--- config.mk ---
export PLATFORM = sky130hd
export DESIGN_NAME = clk_period_meter
export DESIGN_NICKNAME = d
export VERILOG_FILES = /design/src/rtl/clk_period_meter.sv
export SDC_FILE = /design/constraint.sdc
export NUM_CORES = 1
export LEC_CHECK = 0
export ABC_CLOCK_PERIOD_IN_PS = 3180
export CAP_MARGIN = 40
export CORE_MARGIN = 2
export CORE_UTILIZATION = 50
export CTS_CLUSTER_SIZE = 25
export DETAILED_ROUTE_END_ITERATION = 7
export PLACE_DENSITY = 0.74
export SETUP_SLACK_MARGIN = 0.4
export SLEW_MARGIN = 20
export SYNTH_ARGS = -nofsm -noshare
export SYNTH_HDL_FRONTEND = slang
export SYNTH_SLANG_ARGS = --single-unit
--- constraint.sdc ---
create_clock -name basys_clock -period 3.18 [get_ports basys_clock]
set_input_delay 0.954 -clock basys_clock [delete_from_list [all_inputs] [get_ports basys_clock]]
set_output_delay 0.954 -clock basys_clock [all_outputs]
set_load 0.01 [all_outputs]
--- src/rtl/clk_period_meter.sv ---
// Measures the high and low phase lengths of an asynchronous square wave in basys_clock cycles.
// Results update only as a complete high+low pair, marked by a one-cycle meas_valid pulse.
module clk_period_meter #(
  parameter int unsigned WIDTH   = 32,
  parameter int unsigned TIMEOUT = 100_000_000
) (
  input  logic             basys_clock,
  input  logic             reset,
  input  logic             sig_in,
  output logic [WIDTH-1:0] high_cycles,
  output logic [WIDTH-1:0] low_cycles,
  output logic [WIDTH:0]   period_cycles,
  output logic [WIDTH-1:0] m_est,
  output logic             meas_valid,
  output logic             symmetric,
  output logic             stalled
);

  localparam logic [WIDTH-1:0] TO_LIM = WIDTH'(TIMEOUT);
  localparam logic [WIDTH-1:0] ONE    = WIDTH'(1);

  typedef enum logic [1:0] {IDLE, MEAS_HIGH, MEAS_LOW} state_t;

  typedef struct packed {
    logic [WIDTH-1:0] high;
    logic [WIDTH-1:0] low;
    logic [WIDTH:0]   period;
    logic [WIDTH-1:0] m_est;
    logic             sym;
  } meas_t;

  // Input conditioning: two-flop synchronizer, previous-value flop, registered edge pulses.
  logic [1:0] sync_q;
  logic       prev_q;
  logic       rise_q, fall_q;
  logic       rise, fall;

  assign rise = sync_q[1] & ~prev_q;
  assign fall = ~sync_q[1] & prev_q;

  always_ff @(posedge basys_clock) begin
    if (reset) begin
      sync_q <= '0;
      prev_q <= 1'b0;
      rise_q <= 1'b0;
      fall_q <= 1'b0;
    end else begin
      sync_q <= {sync_q[0], sig_in};
      prev_q <= sync_q[1];
      rise_q <= rise;
      fall_q <= fall;
    end
  end

  state_t           state_q, state_d;
  logic [WIDTH-1:0] cnt_q, cnt_d;
  logic [WIDTH-1:0] hold_q, hold_d;
  meas_t            meas_q, meas_d;
  logic             valid_q, valid_d;
  logic             stalled_q, stalled_d;
  logic             in_meas, at_limit;
  logic             accept, close;

  assign in_meas  = (state_q != IDLE);
  assign at_limit = (cnt_q == TO_LIM);

  always_comb begin
    state_d   = state_q;
    cnt_d     = cnt_q;
    hold_d    = hold_q;
    meas_d    = meas_q;
    valid_d   = 1'b0;
    stalled_d = stalled_q;
    accept    = 1'b0;
    close     = 1'b0;

    // An edge arriving on the same cycle the limit is hit is still accepted.
    case (state_q)
      IDLE: begin
        if (rise_q) begin
          state_d = MEAS_HIGH;
          accept  = 1'b1;
        end
      end
      MEAS_HIGH: begin
        if (fall_q) begin
          state_d = MEAS_LOW;
          accept  = 1'b1;
          hold_d  = cnt_q;
        end else if (at_limit) begin
          state_d = IDLE;
        end
      end
      MEAS_LOW: begin
        if (rise_q) begin
          state_d = MEAS_HIGH;
          accept  = 1'b1;
          close   = 1'b1;
        end else if (at_limit) begin
          state_d = IDLE;
        end
      end
      default: state_d = IDLE;
    endcase

    if (accept)
      cnt_d = ONE;
    else if (in_meas && !at_limit)
      cnt_d = cnt_q + ONE;

    if (close) begin
      meas_d.high   = hold_q;
      meas_d.low    = cnt_q;
      meas_d.period = {1'b0, hold_q} + {1'b0, cnt_q};
      meas_d.m_est  = hold_q - ONE;
      meas_d.sym    = (hold_q == cnt_q);
      valid_d       = 1'b1;
      stalled_d     = 1'b0;
    end

    // A phase that saturated the counter keeps stalled set even when it closes a period.
    if (in_meas && at_limit)
      stalled_d = 1'b1;
  end

  always_ff @(posedge basys_clock) begin
    if (reset) begin
      state_q   <= IDLE;
      cnt_q     <= '0;
      hold_q    <= '0;
      meas_q    <= '0;
      valid_q   <= 1'b0;
      stalled_q <= 1'b0;
    end else begin
      state_q   <= state_d;
      cnt_q     <= cnt_d;
      hold_q    <= hold_d;
      meas_q    <= meas_d;
      valid_q   <= valid_d;
      stalled_q <= stalled_d;
    end
  end

  assign high_cycles   = meas_q.high;
  assign low_cycles    = meas_q.low;
  assign period_cycles = meas_q.period;
  assign m_est         = meas_q.m_est;
  assign symmetric     = meas_q.sym;
  assign meas_valid    = valid_q;
  assign stalled       = stalled_q;

endmodule

==> results.toml, run 1 <==
[outcome]
status = "finished, final reports clean"

[grt]
grt_usage_pct = 26.98
overflow = 0
grt_pass1_vias = 8325
grt_pass1_wl_mm = 44.28
grt_max_degree = 154
antenna_found_initial = 0

[cells_and_area]
drive_gt1_share_pct = 6.984
register_area_um2 = 4070
n_antenna_cell = 0
nets = 1371
area_growth_pct = 24.73
multi_input_area_um2 = 5380
n_fill_cell = 1715

[sta]
fin_worst_skew_ns = 0.009824
final_hold_viol_count = 0
fmax_mhz = 368.5
tns_ns = 0
finalSetupViolations = 0
relSlewSlack_pct = 45.93
fin_crit_sh_pct = 85.33
worst_pin_slew_ns = 0.8001
rsz0062_at_grt = "no"
slew_violations = 0
whs_ns = 0.4073
period_needed_ns = 2.713

[floorplan]
core_area_um2 = 19270
die_x_um = 143.5
rows = 51
initial_utilization_pct = 50.49
die_h_um = 143.5
pin_count = 135
dieArea_um2 = 20590

[yosys]
synth.distinct_cells = 65
synthesis.area_um2 = 9729
postSynthCellCount = 1233
synthArstFlopShare_pct = 0
seq_area_frac_synth_pct = 41.77
synth.most_common_cell = "nand2_1"
synth_flop_cell = "dfxtp_1"
syn_nets = 1272
ys_top_cells_by_area = "dfxtp_1 (42%), nand2_1 (11%), a21oi_1 (7.8%)"
synth_top_area_cell = "dfxtp_1"
synth_common_cells = "nand2_1 (284), dfxtp_1 (203), a21oi_1 (151)"
ys_ff_latch = 203
syn_avg_cell_area_um2 = 7.891
synth_top_area_share_pct = 41.77
ys_warn_count = 0
synth_enable_flop_cells = 0

[clock_network]
clock_sinks = 203
cts_buffers = 22
cts_tree = "built"
clk_pin_slew_worst_paths_ns = 0.06
cts_root_buf = "clkbuf_16"
clock_path_buffers = 3
insertion_delay_ns = 0.50
htreeDepth = 1

[hold_path]
hold_depth = 1
min_from = "sync_q[1]$_SDFF_PP0_"
hold_path.class = "reg2reg"
holdPathEnd = "fall_q$_SDFF_PP0_"

[routing]
drc = 0
first_iter_violations = 745
routed_wl_mm = 28.48
met3WireLength_mm = 1.897
met2_length_mm = 13.76
drt_first_pass_iters = 7
avgRoutedWirePerCell_um = 17.68
highest_layer = "met4"
drt-vias-per-instance = 5.665
ant_nets = 0
vias = 9127
drt-met1-wl_mm = 12.01

[critical_path]
rrSetupSlack_ns = 0.47
start_kind = "flip-flop"
cp.arrival_ns = 3.10
required_ns = 3.56
cp_common_cell = "a31oi_2"
cp_cell_sequence = "ha_2, fa_2, a211oi_2, o211ai_1, a31oi_2, buf_4, nand4_1, a31oi_2, nor3_1, a221o_1"
r2r_cells = 10
critical-path-max-stage-delay_ns = 0.39
cp_max_fo = 6
end_kind = "flip-flop"
cp_slowest_cell = "fa_2"
reg2reg_from = "hold_q[0]$_SDFFE_PP0P_"
rr_endpoint = "period_cycles[24]$_SDFFE_PP0P_"
path_class = "reg2reg"

[power_and_ir_drop]
powerDensity_nw_per_um2 = 436.0
power.leakage_uw = 0.004460
peakVddDrop_uv = 323.9

[run]
max-cap-violations = 0

[placed_design]
globalplace.congestion = 0.9715
numPortBuffers = 134
place_hpwl_mm = 20.23
[routing by layer]
layer  global-route usage [%]  vias up
li1                         -     4449
met1                    35.88     4324
met2                    45.21      291
met3                    4.165       63
met4                    8.308        0
met5                        0        -
[power by group]
part	leakage [uW]	switching [uW]	internal, uW
clock	0.000366	1010	1660
sequential	0.00164	4.03	2550
combinational	0.00246	55.7	14.3
[logic make-up (layout without fill, tap and decap cells)]
family                     count (synthesis)  in the layout  share of synthesized area (%)
AOI/OAI and AO/OA                        279            279                          17.14
xor gates and xnor gates                  75             75                          6.752
adders and majority gates                 36             36                          4.707
buffers and inverters                     95            208                          3.729
DFF                                      203            203                          41.77
muxes                                      1              1                         0.1029
and+or+nand+nor                          544            544                          25.80
[how the worst max path moves through the flow]
stage                           start  slack [ns]  cells after the start                              to
3_5_place_dp    cnt_q[0]$_SDFFE_PP0P_        0.31                     10  period_cycles[24]$_SDFFE_PP0P_
2_1_floorplan   cnt_q[0]$_SDFFE_PP0P_        0.54                      9  period_cycles[18]$_SDFFE_PP0P_
3_3_place_gp    cnt_q[0]$_SDFFE_PP0P_        0.45                     10  period_cycles[24]$_SDFFE_PP0P_
5_1_grt         cnt_q[3]$_SDFFE_PP0P_        0.40                      8  period_cycles[29]$_SDFFE_PP0P_
6_report       hold_q[0]$_SDFFE_PP0P_        0.47                     10  period_cycles[24]$_SDFFE_PP0P_
4_1_cts        cnt_q[15]$_SDFFE_PP0P_        0.45                      8  period_cycles[32]$_SDFFE_PP0P_
[final cells by class]
type,instances,share of cell area (%)
Clock buffer,33,5.382
Clock inverter,5,0.8454
Inverter,13,0.4021
Multi-Input combinational cell,935,44.33
Sequential cell,203,33.54
Tap cell,265,2.732
Timing Repair Buffer,157,12.76
[state kept, by name, indices dropped and copies added (netlist names)]
signal and flops:
low_cycles 32, fall_q 1, hold_q 32, prev_q 1, stalled 1, meas_valid 1
high_cycles 32, m_est 32, cnt_q 32, state_q 2, sync_q 2, period_cycles 33
symmetric 1, rise_q 1
[critical path: cells and delay by family (launching register included)]
family / cells / cell delay [ns]
AOI/OAI and AO/OA: 5 / 1.24
DFF: 1 / 0.36
adders and majority gates: 2 / 0.61
and+or+nand+nor: 2 / 0.22
buffers and inverters: 1 / 0.17
[cell usage in the layout (no fill, tap or decap), drive strengths merged, types with 19 or more instances in the layout]
cell type      instances
nand2                284
dfxtp                203
a21oi                151
clkdlybuf4s50        133
nor2                 106
xor2                  43
a211oi                38
o21ai                 35
ha                    35
clkbuf                33
xnor2                 32
nand3                 28
buf                   24
nor4                  21
nor3                  19
[metrics by stage]
| stage | utilization [%] | instance area [um2] | instances | total power (uW) | setup slack, ns |
|---|---|---|---|---|---|
| finish | 62.97 | 12140 | 1611 | 5291 | 0.4665 |
| global route | 62.97 | 12140 | 1611 | 5430 | 0.4018 |
| CTS | 62.49 | 12040 | 1608 | 5321 | 0.4457 |
| detailed placement | 58.52 | 11280 | 1570 | 2676 | 0.3119 |
| global placement | 58.52 | 11280 | 1570 | 2675 | 0.4492 |
| floorplan | - | 9729 | 1233 | 2654 | 0.5376 |
[what timing repair did]
action / in CTS / in global routing
pin swaps: 1 / 5
gates resized for setup: 3 / 18
setup buffers: 0 / 3
endpoints found under the setup margin: 7 / 13
hold buffers: 0 / 0
Power figures use the tool's default switching activity.
==> run 2: changes to the inputs <==
ABC_AREA = 1   (was default)
CORE_ASPECT_RATIO = 1.2   (was default)
CORE_MARGIN = default   (was 2)
PLACE_DENSITY = 0.73   (was 0.74)
==> results.toml, run 2 <==
[outcome]
status = "complete, but fails checks"
violations = "design-rule violations"

[sta]
rsz0062_at_grt = "no"
slew_violations = 0
fmax_mhz = 413.2
finalSetupViolations = 0
final_hold_viol_count = 0
setup_slack_ns = 0.7596
period_needed_ns = 2.420
fin_crit_sh_pct = 76.11
worst_pin_slew_ns = 0.7814
fin_worst_skew_ns = 0.01241
relSlewSlack_pct = 47.90
tns_ns = 0

[floorplan]
die_x_um = 138.1
core_area_um2 = 21780
rows = 59
initial_utilization_pct = 51.07
pin_count = 135
die_h_um = 165.4
dieArea_um2 = 22840

[placed_design]
place_hpwl_mm = 25.33
globalplace.congestion = 0.9359
numPortBuffers = 134
placed_cells = 2058
post-place-ws_ns = 0.9166

[yosys]
ys_ff_latch = 203
synth_top_area_cell = "dfxtp_1"
synth_enable_flop_cells = 0
synth_flop_cell = "dfxtp_1"
postSynthCellCount = 1710
synthesis.area_um2 = 11120
synth.distinct_cells = 42
ys_top_cells_by_area = "dfxtp_1 (37%), nand2_1 (17%), inv_1 (7.1%)"
synth_top_area_share_pct = 36.54
synth.most_common_cell = "nand2_1"
syn_avg_cell_area_um2 = 6.503
synthArstFlopShare_pct = 0
synth_common_cells = "nand2_1 (518), inv_1 (210), dfxtp_1 (203)"
syn_nets = 1749
seq_area_frac_synth_pct = 36.54
ys_warn_count = 0

[critical_path]
critical-path-max-stage-delay_ns = 0.56
cp.arrival_ns = 1.47
end_kind = "output port"
critPathTopFamily = "buffers and inverters"
cp_cell_sequence = "clkdlybuf4s50_1"
cp_max_fo = 2
cp_slowest_cell = "clkdlybuf4s50_1"
start_kind = "flip-flop"
required_ns = 2.23
cp_num_buf_inv = 1
path_class = "reg2out"

[cells_and_area]
n_antenna_cell = 0
multi_input_area_um2 = 5899
layout_common_cells = "nand2_1 (518), inv_1 (210), dfxtp_1 (203)"
fin_cells = 2098
nets = 1847
register_area_um2 = 4064
n_fill_cell = 2107
drive_gt1_share_pct = 4.989
mostFrequentLayoutCell = "nand2_1"
largest_reg_flops = 33
fin_util_pct = 61.14
area_growth_pct = 19.72

[routing]
vias = 11140
drc = 15
drt-vias-per-instance = 5.308
ant_nets = 0
first_iter_violations = 780
drt_first_pass_iters = 8
avgRoutedWirePerCell_um = 16.26
routed_wl_mm = 34.11

[clock_network]
cts_buffers = 22
insertion_delay_ns = 0.52
htreeDepth = 1
post_cts_buffers = 0
clk_pin_slew_worst_paths_ns = 0.06
clock_sinks = 203
cts_root_buf = "clkbuf_16"
postCtsHoldBufs = 0
cts_tree = "built"
cts.repair.resized = 0
clock_path_buffers = 3

[hold_path]
hold_path.class = "reg2reg"

[grt]
antenna_found_initial = 0
grt_pass1_wl_mm = 54.27
grt_pass1_vias = 10450
overflow = 0
grt_max_degree = 152
grt_usage_pct = 30.05

[run]
max-cap-violations = 0

[power_and_ir_drop]
powerDensity_nw_per_um2 = 398.0
peakVddDrop_uv = 386.9
total_power_uw = 5298
power.leakage_uw = 0.006157
run 2: cell type report:
class                   instances  area share, %
clock inverters                14          1.024
clock buffers                  26          4.558
multi-input cells            1216          44.31
well taps                     274          2.575
flip-flops and latches        203          30.52
repair buffers                147          10.86
inverters                     218          6.146
run 2: routing by layer:
layer / wire [um] / GRT usage (%)
met3: 2064 / 3.085
met5: 0 / 0
met1: 14030 / 36.36
met4: 1343 / 12.67
met2: 16670 / 54.66
run 2: worst reg2reg max path, cell delays in order, from the launching register on:
cell and delay, ns:
dfxtp_1 0.36, ha_1 0.28, fa_1 0.47, nand3_1 0.12, nand3_1 0.15, nand2_1 0.09, nand2_1 0.09, nand2_1 0.07
nand2_1 0.15, nand2_1 0.12, nand2_1 0.06, nand2_1 0.05, nand3_1 0.06, nand2_1 0.08, inv_1 0.03
run 2: per-stage QoR:
stage                     area, um2  hold slack, ns
after floorplan               11120          0.3883
after global placement        12570          0.4011
after detailed placement      12570          0.4053
after CTS                     13310          0.4165
after global routing          13310          0.4293
final                         13310          0.4139
run 2: worst paths after layout:
check / cells after the start / start / to / slack (ns)
setup reg to reg: 14 / cnt_q[0]$_SDFFE_PP0P_ / period_cycles[22]$_SDFFE_PP0P_ / 0.88
hold / removal: 2 / sync_q[0]$_SDFF_PP0_ / sync_q[1]$_SDFF_PP0_ / 0.41
setup / recovery: 1 / m_est[13]$_SDFFE_PP0P_ / m_est[13] / 0.76
hold reg to reg: 2 / sync_q[0]$_SDFF_PP0_ / sync_q[1]$_SDFF_PP0_ / 0.41
run 2: kinds of logic (layout without fill, tap and decap cells):
family	Yosys count	in the layout	synth area share, %
simple gates	847	847	31.54
flops	203	203	36.54
fa+ha+maj	36	36	4.118
xor+xnor	46	46	3.623
compound gates	287	287	13.73
buf+inv	291	405	10.45
run 2: where the power goes:
part           switching (uW)  internal (uW)
Sequential               4.61           2550
Clock                    1100           1530
Combinational            89.3           27.0
==> run 3: changes to the inputs <==
ABC_CLOCK_PERIOD_IN_PS = 2500   (was 3180)
clock period = 2.5 ns   (was 3.18 ns; I/O delays follow)
==> results.toml, run 3 (synthesis results as in run 2) <==
[outcome]
status = "complete, but fails checks"
violations = "design-rule violations"

[placed_design]
place_hpwl_mm = 26.17
post-place-ws_ns = 0.2442
placed_cells = 2080
globalplace.congestion = 1.018
numPortBuffers = 134

[floorplan]
dieArea_um2 = 22840
die_x_um = 138.1
core_area_um2 = 21780
initial_utilization_pct = 51.07
rows = 59
pin_count = 135
die_h_um = 165.4

[clock_network]
postCtsHoldBufs = 0
insertion_delay_ns = 0.51
cts_root_buf = "clkbuf_16"
clock_sinks = 203
cts_buffers = 22
cts_tree = "built"
clk_pin_slew_worst_paths_ns = 0.06
htreeDepth = 1
clock_path_buffers = 3

[critical_path]
critical-path-max-stage-delay_ns = 0.36
rrSetupSlack_ns = 0.51
start_kind = "flip-flop"
end_kind = "flip-flop"
cp-startpoint = "hold_q[1]$_SDFFE_PP0P_"
path_class = "reg2reg"
cp_max_fo = 5
reg2reg_from = "hold_q[1]$_SDFFE_PP0P_"
required_ns = 2.94
crit_path_end = "m_est[24]$_SDFFE_PP0P_"
cp.arrival_ns = 2.43
rr_endpoint = "m_est[24]$_SDFFE_PP0P_"
cp_cell_sequence = "inv_1, ha_2, nand2_1, nor2_4, nand3b_1, nor3_1, nand3_1, a21oi_1"
cp_slowest_cell = "dfxtp_1"
r2r_cells = 8

[cells_and_area]
fin_cells = 2119
drive_gt1_share_pct = 8.726
nets = 1870
area_growth_pct = 21.43
n_antenna_cell = 0
layout_common_cells = "nand2_1 (513), inv_1 (210), dfxtp_1 (177)"
mostFrequentLayoutCell = "nand2_1"
largest_reg_flops = 33
fin_util_pct = 62.01

[sta]
setup_slack_ns = 0.5139
fin_crit_sh_pct = 79.45
worst_pin_slew_ns = 0.6368
tns_ns = 0
slew_violations = 0
final_hold_viol_count = 0
relSlewSlack_pct = 57.54
finalSetupViolations = 0
period_needed_ns = 1.986
fin_worst_skew_ns = 0.01204
fmax_mhz = 503.5
rsz0062_at_grt = "no"

[routing]
first_iter_violations = 915
routed_wl_mm = 34.93
ant_nets = 0
highest_layer = "met4"
met3WireLength_mm = 2.198
met2_length_mm = 16.73
drt_first_pass_iters = 8
drc = 16
drt-met1-wl_mm = 14.65
vias = 11250
drt-vias-per-instance = 5.309
avgRoutedWirePerCell_um = 16.48

[grt]
grt_max_degree = 89
overflow = 0
antenna_found_initial = 0
grt_pass1_wl_mm = 55.30
grt_usage_pct = 30.51
grt_pass1_vias = 10720

[power_and_ir_drop]
peakVddDrop_uv = 479.2
total_power_uw = 6681
power.leakage_uw = 0.006928
powerDensity_nw_per_um2 = 494.7

[run]
max-cap-violations = 0

[hold_path]
hold_path.class = "reg2reg"
run 3: changes by cell type in the layout (fill, tap and decap cells not counted), moves of 10 or more:
cell and change:
ha_2 +10, ha_1 -12, dfxtp_2 +23, buf_4 +19, dlygate4sd2_1 +132, dfxtp_1 -26
clkdlybuf4s50_1 -132
run 3: worst min path at each step:
stage / start / endpoint / slack [ns] / cells past startpoint
floorplan: sync_q[0]$_SDFF_PP0_ / sync_q[1]$_SDFF_PP0_ / 0.39 / 2
finish: sync_q[0]$_SDFF_PP0_ / sync_q[1]$_SDFF_PP0_ / 0.42 / 2
CTS: sync_q[1]$_SDFF_PP0_ / fall_q$_SDFF_PP0_ / 0.42 / 1
global route: prev_q$_SDFF_PP0_ / rise_q$_SDFF_PP0_ / 0.43 / 1
global placement: prev_q$_SDFF_PP0_ / rise_q$_SDFF_PP0_ / 0.40 / 1
detailed placement: prev_q$_SDFF_PP0_ / rise_q$_SDFF_PP0_ / 0.41 / 1
run 3: power by group:
part / internal, uW / switching (uW)
clock: 1910 / 1370
sequential: 3240 / 7.45
combinational: 42.6 / 115
run 3: what timing repair did:
action                                  CTS  global route
pin swaps                                 0             2
resized for setup                       140            54
setup buffers                             0             1
endpoints found under the setup margin  173            56
run 3: final cells by class:
type / count / area, um2
clock buffers: 30 / 641.9
well taps: 274 / 342.8
repair buffers: 170 / 1504
flip-flops and latches: 203 / 4104
inverters: 218 / 820.8
clock inverters: 8 / 85.08
multi-input cells: 1216 / 6006
fillers: 2105 / 8273
run 3: critical path, delay by kind of cell (launching register included):
family / cells / cell delay [ns]
DFF: 1 / 0.36
and+or+nand+nor: 5 / 0.99
buffers and inverters: 1 / 0.14
AOI/OAI and AO/OA: 1 / 0.16
adders and majority gates: 1 / 0.28
run 3: metrics by stage:
stage / area, um2 / hold slack (ns)
finish: 13500 / 0.4171
global route: 13500 / 0.4297
floorplan: 11120 / 0.3883
detailed placement: 12770 / 0.4060
global placement: 12770 / 0.4038
CTS: 13360 / 0.4169
run 3: metal layers:
metal,GRT usage [%],vias to the layer above
li1,-,5655
met1,37.28,5145
met2,54.50,373
met3,4.095,77
met4,12.31,0
met5,0,-
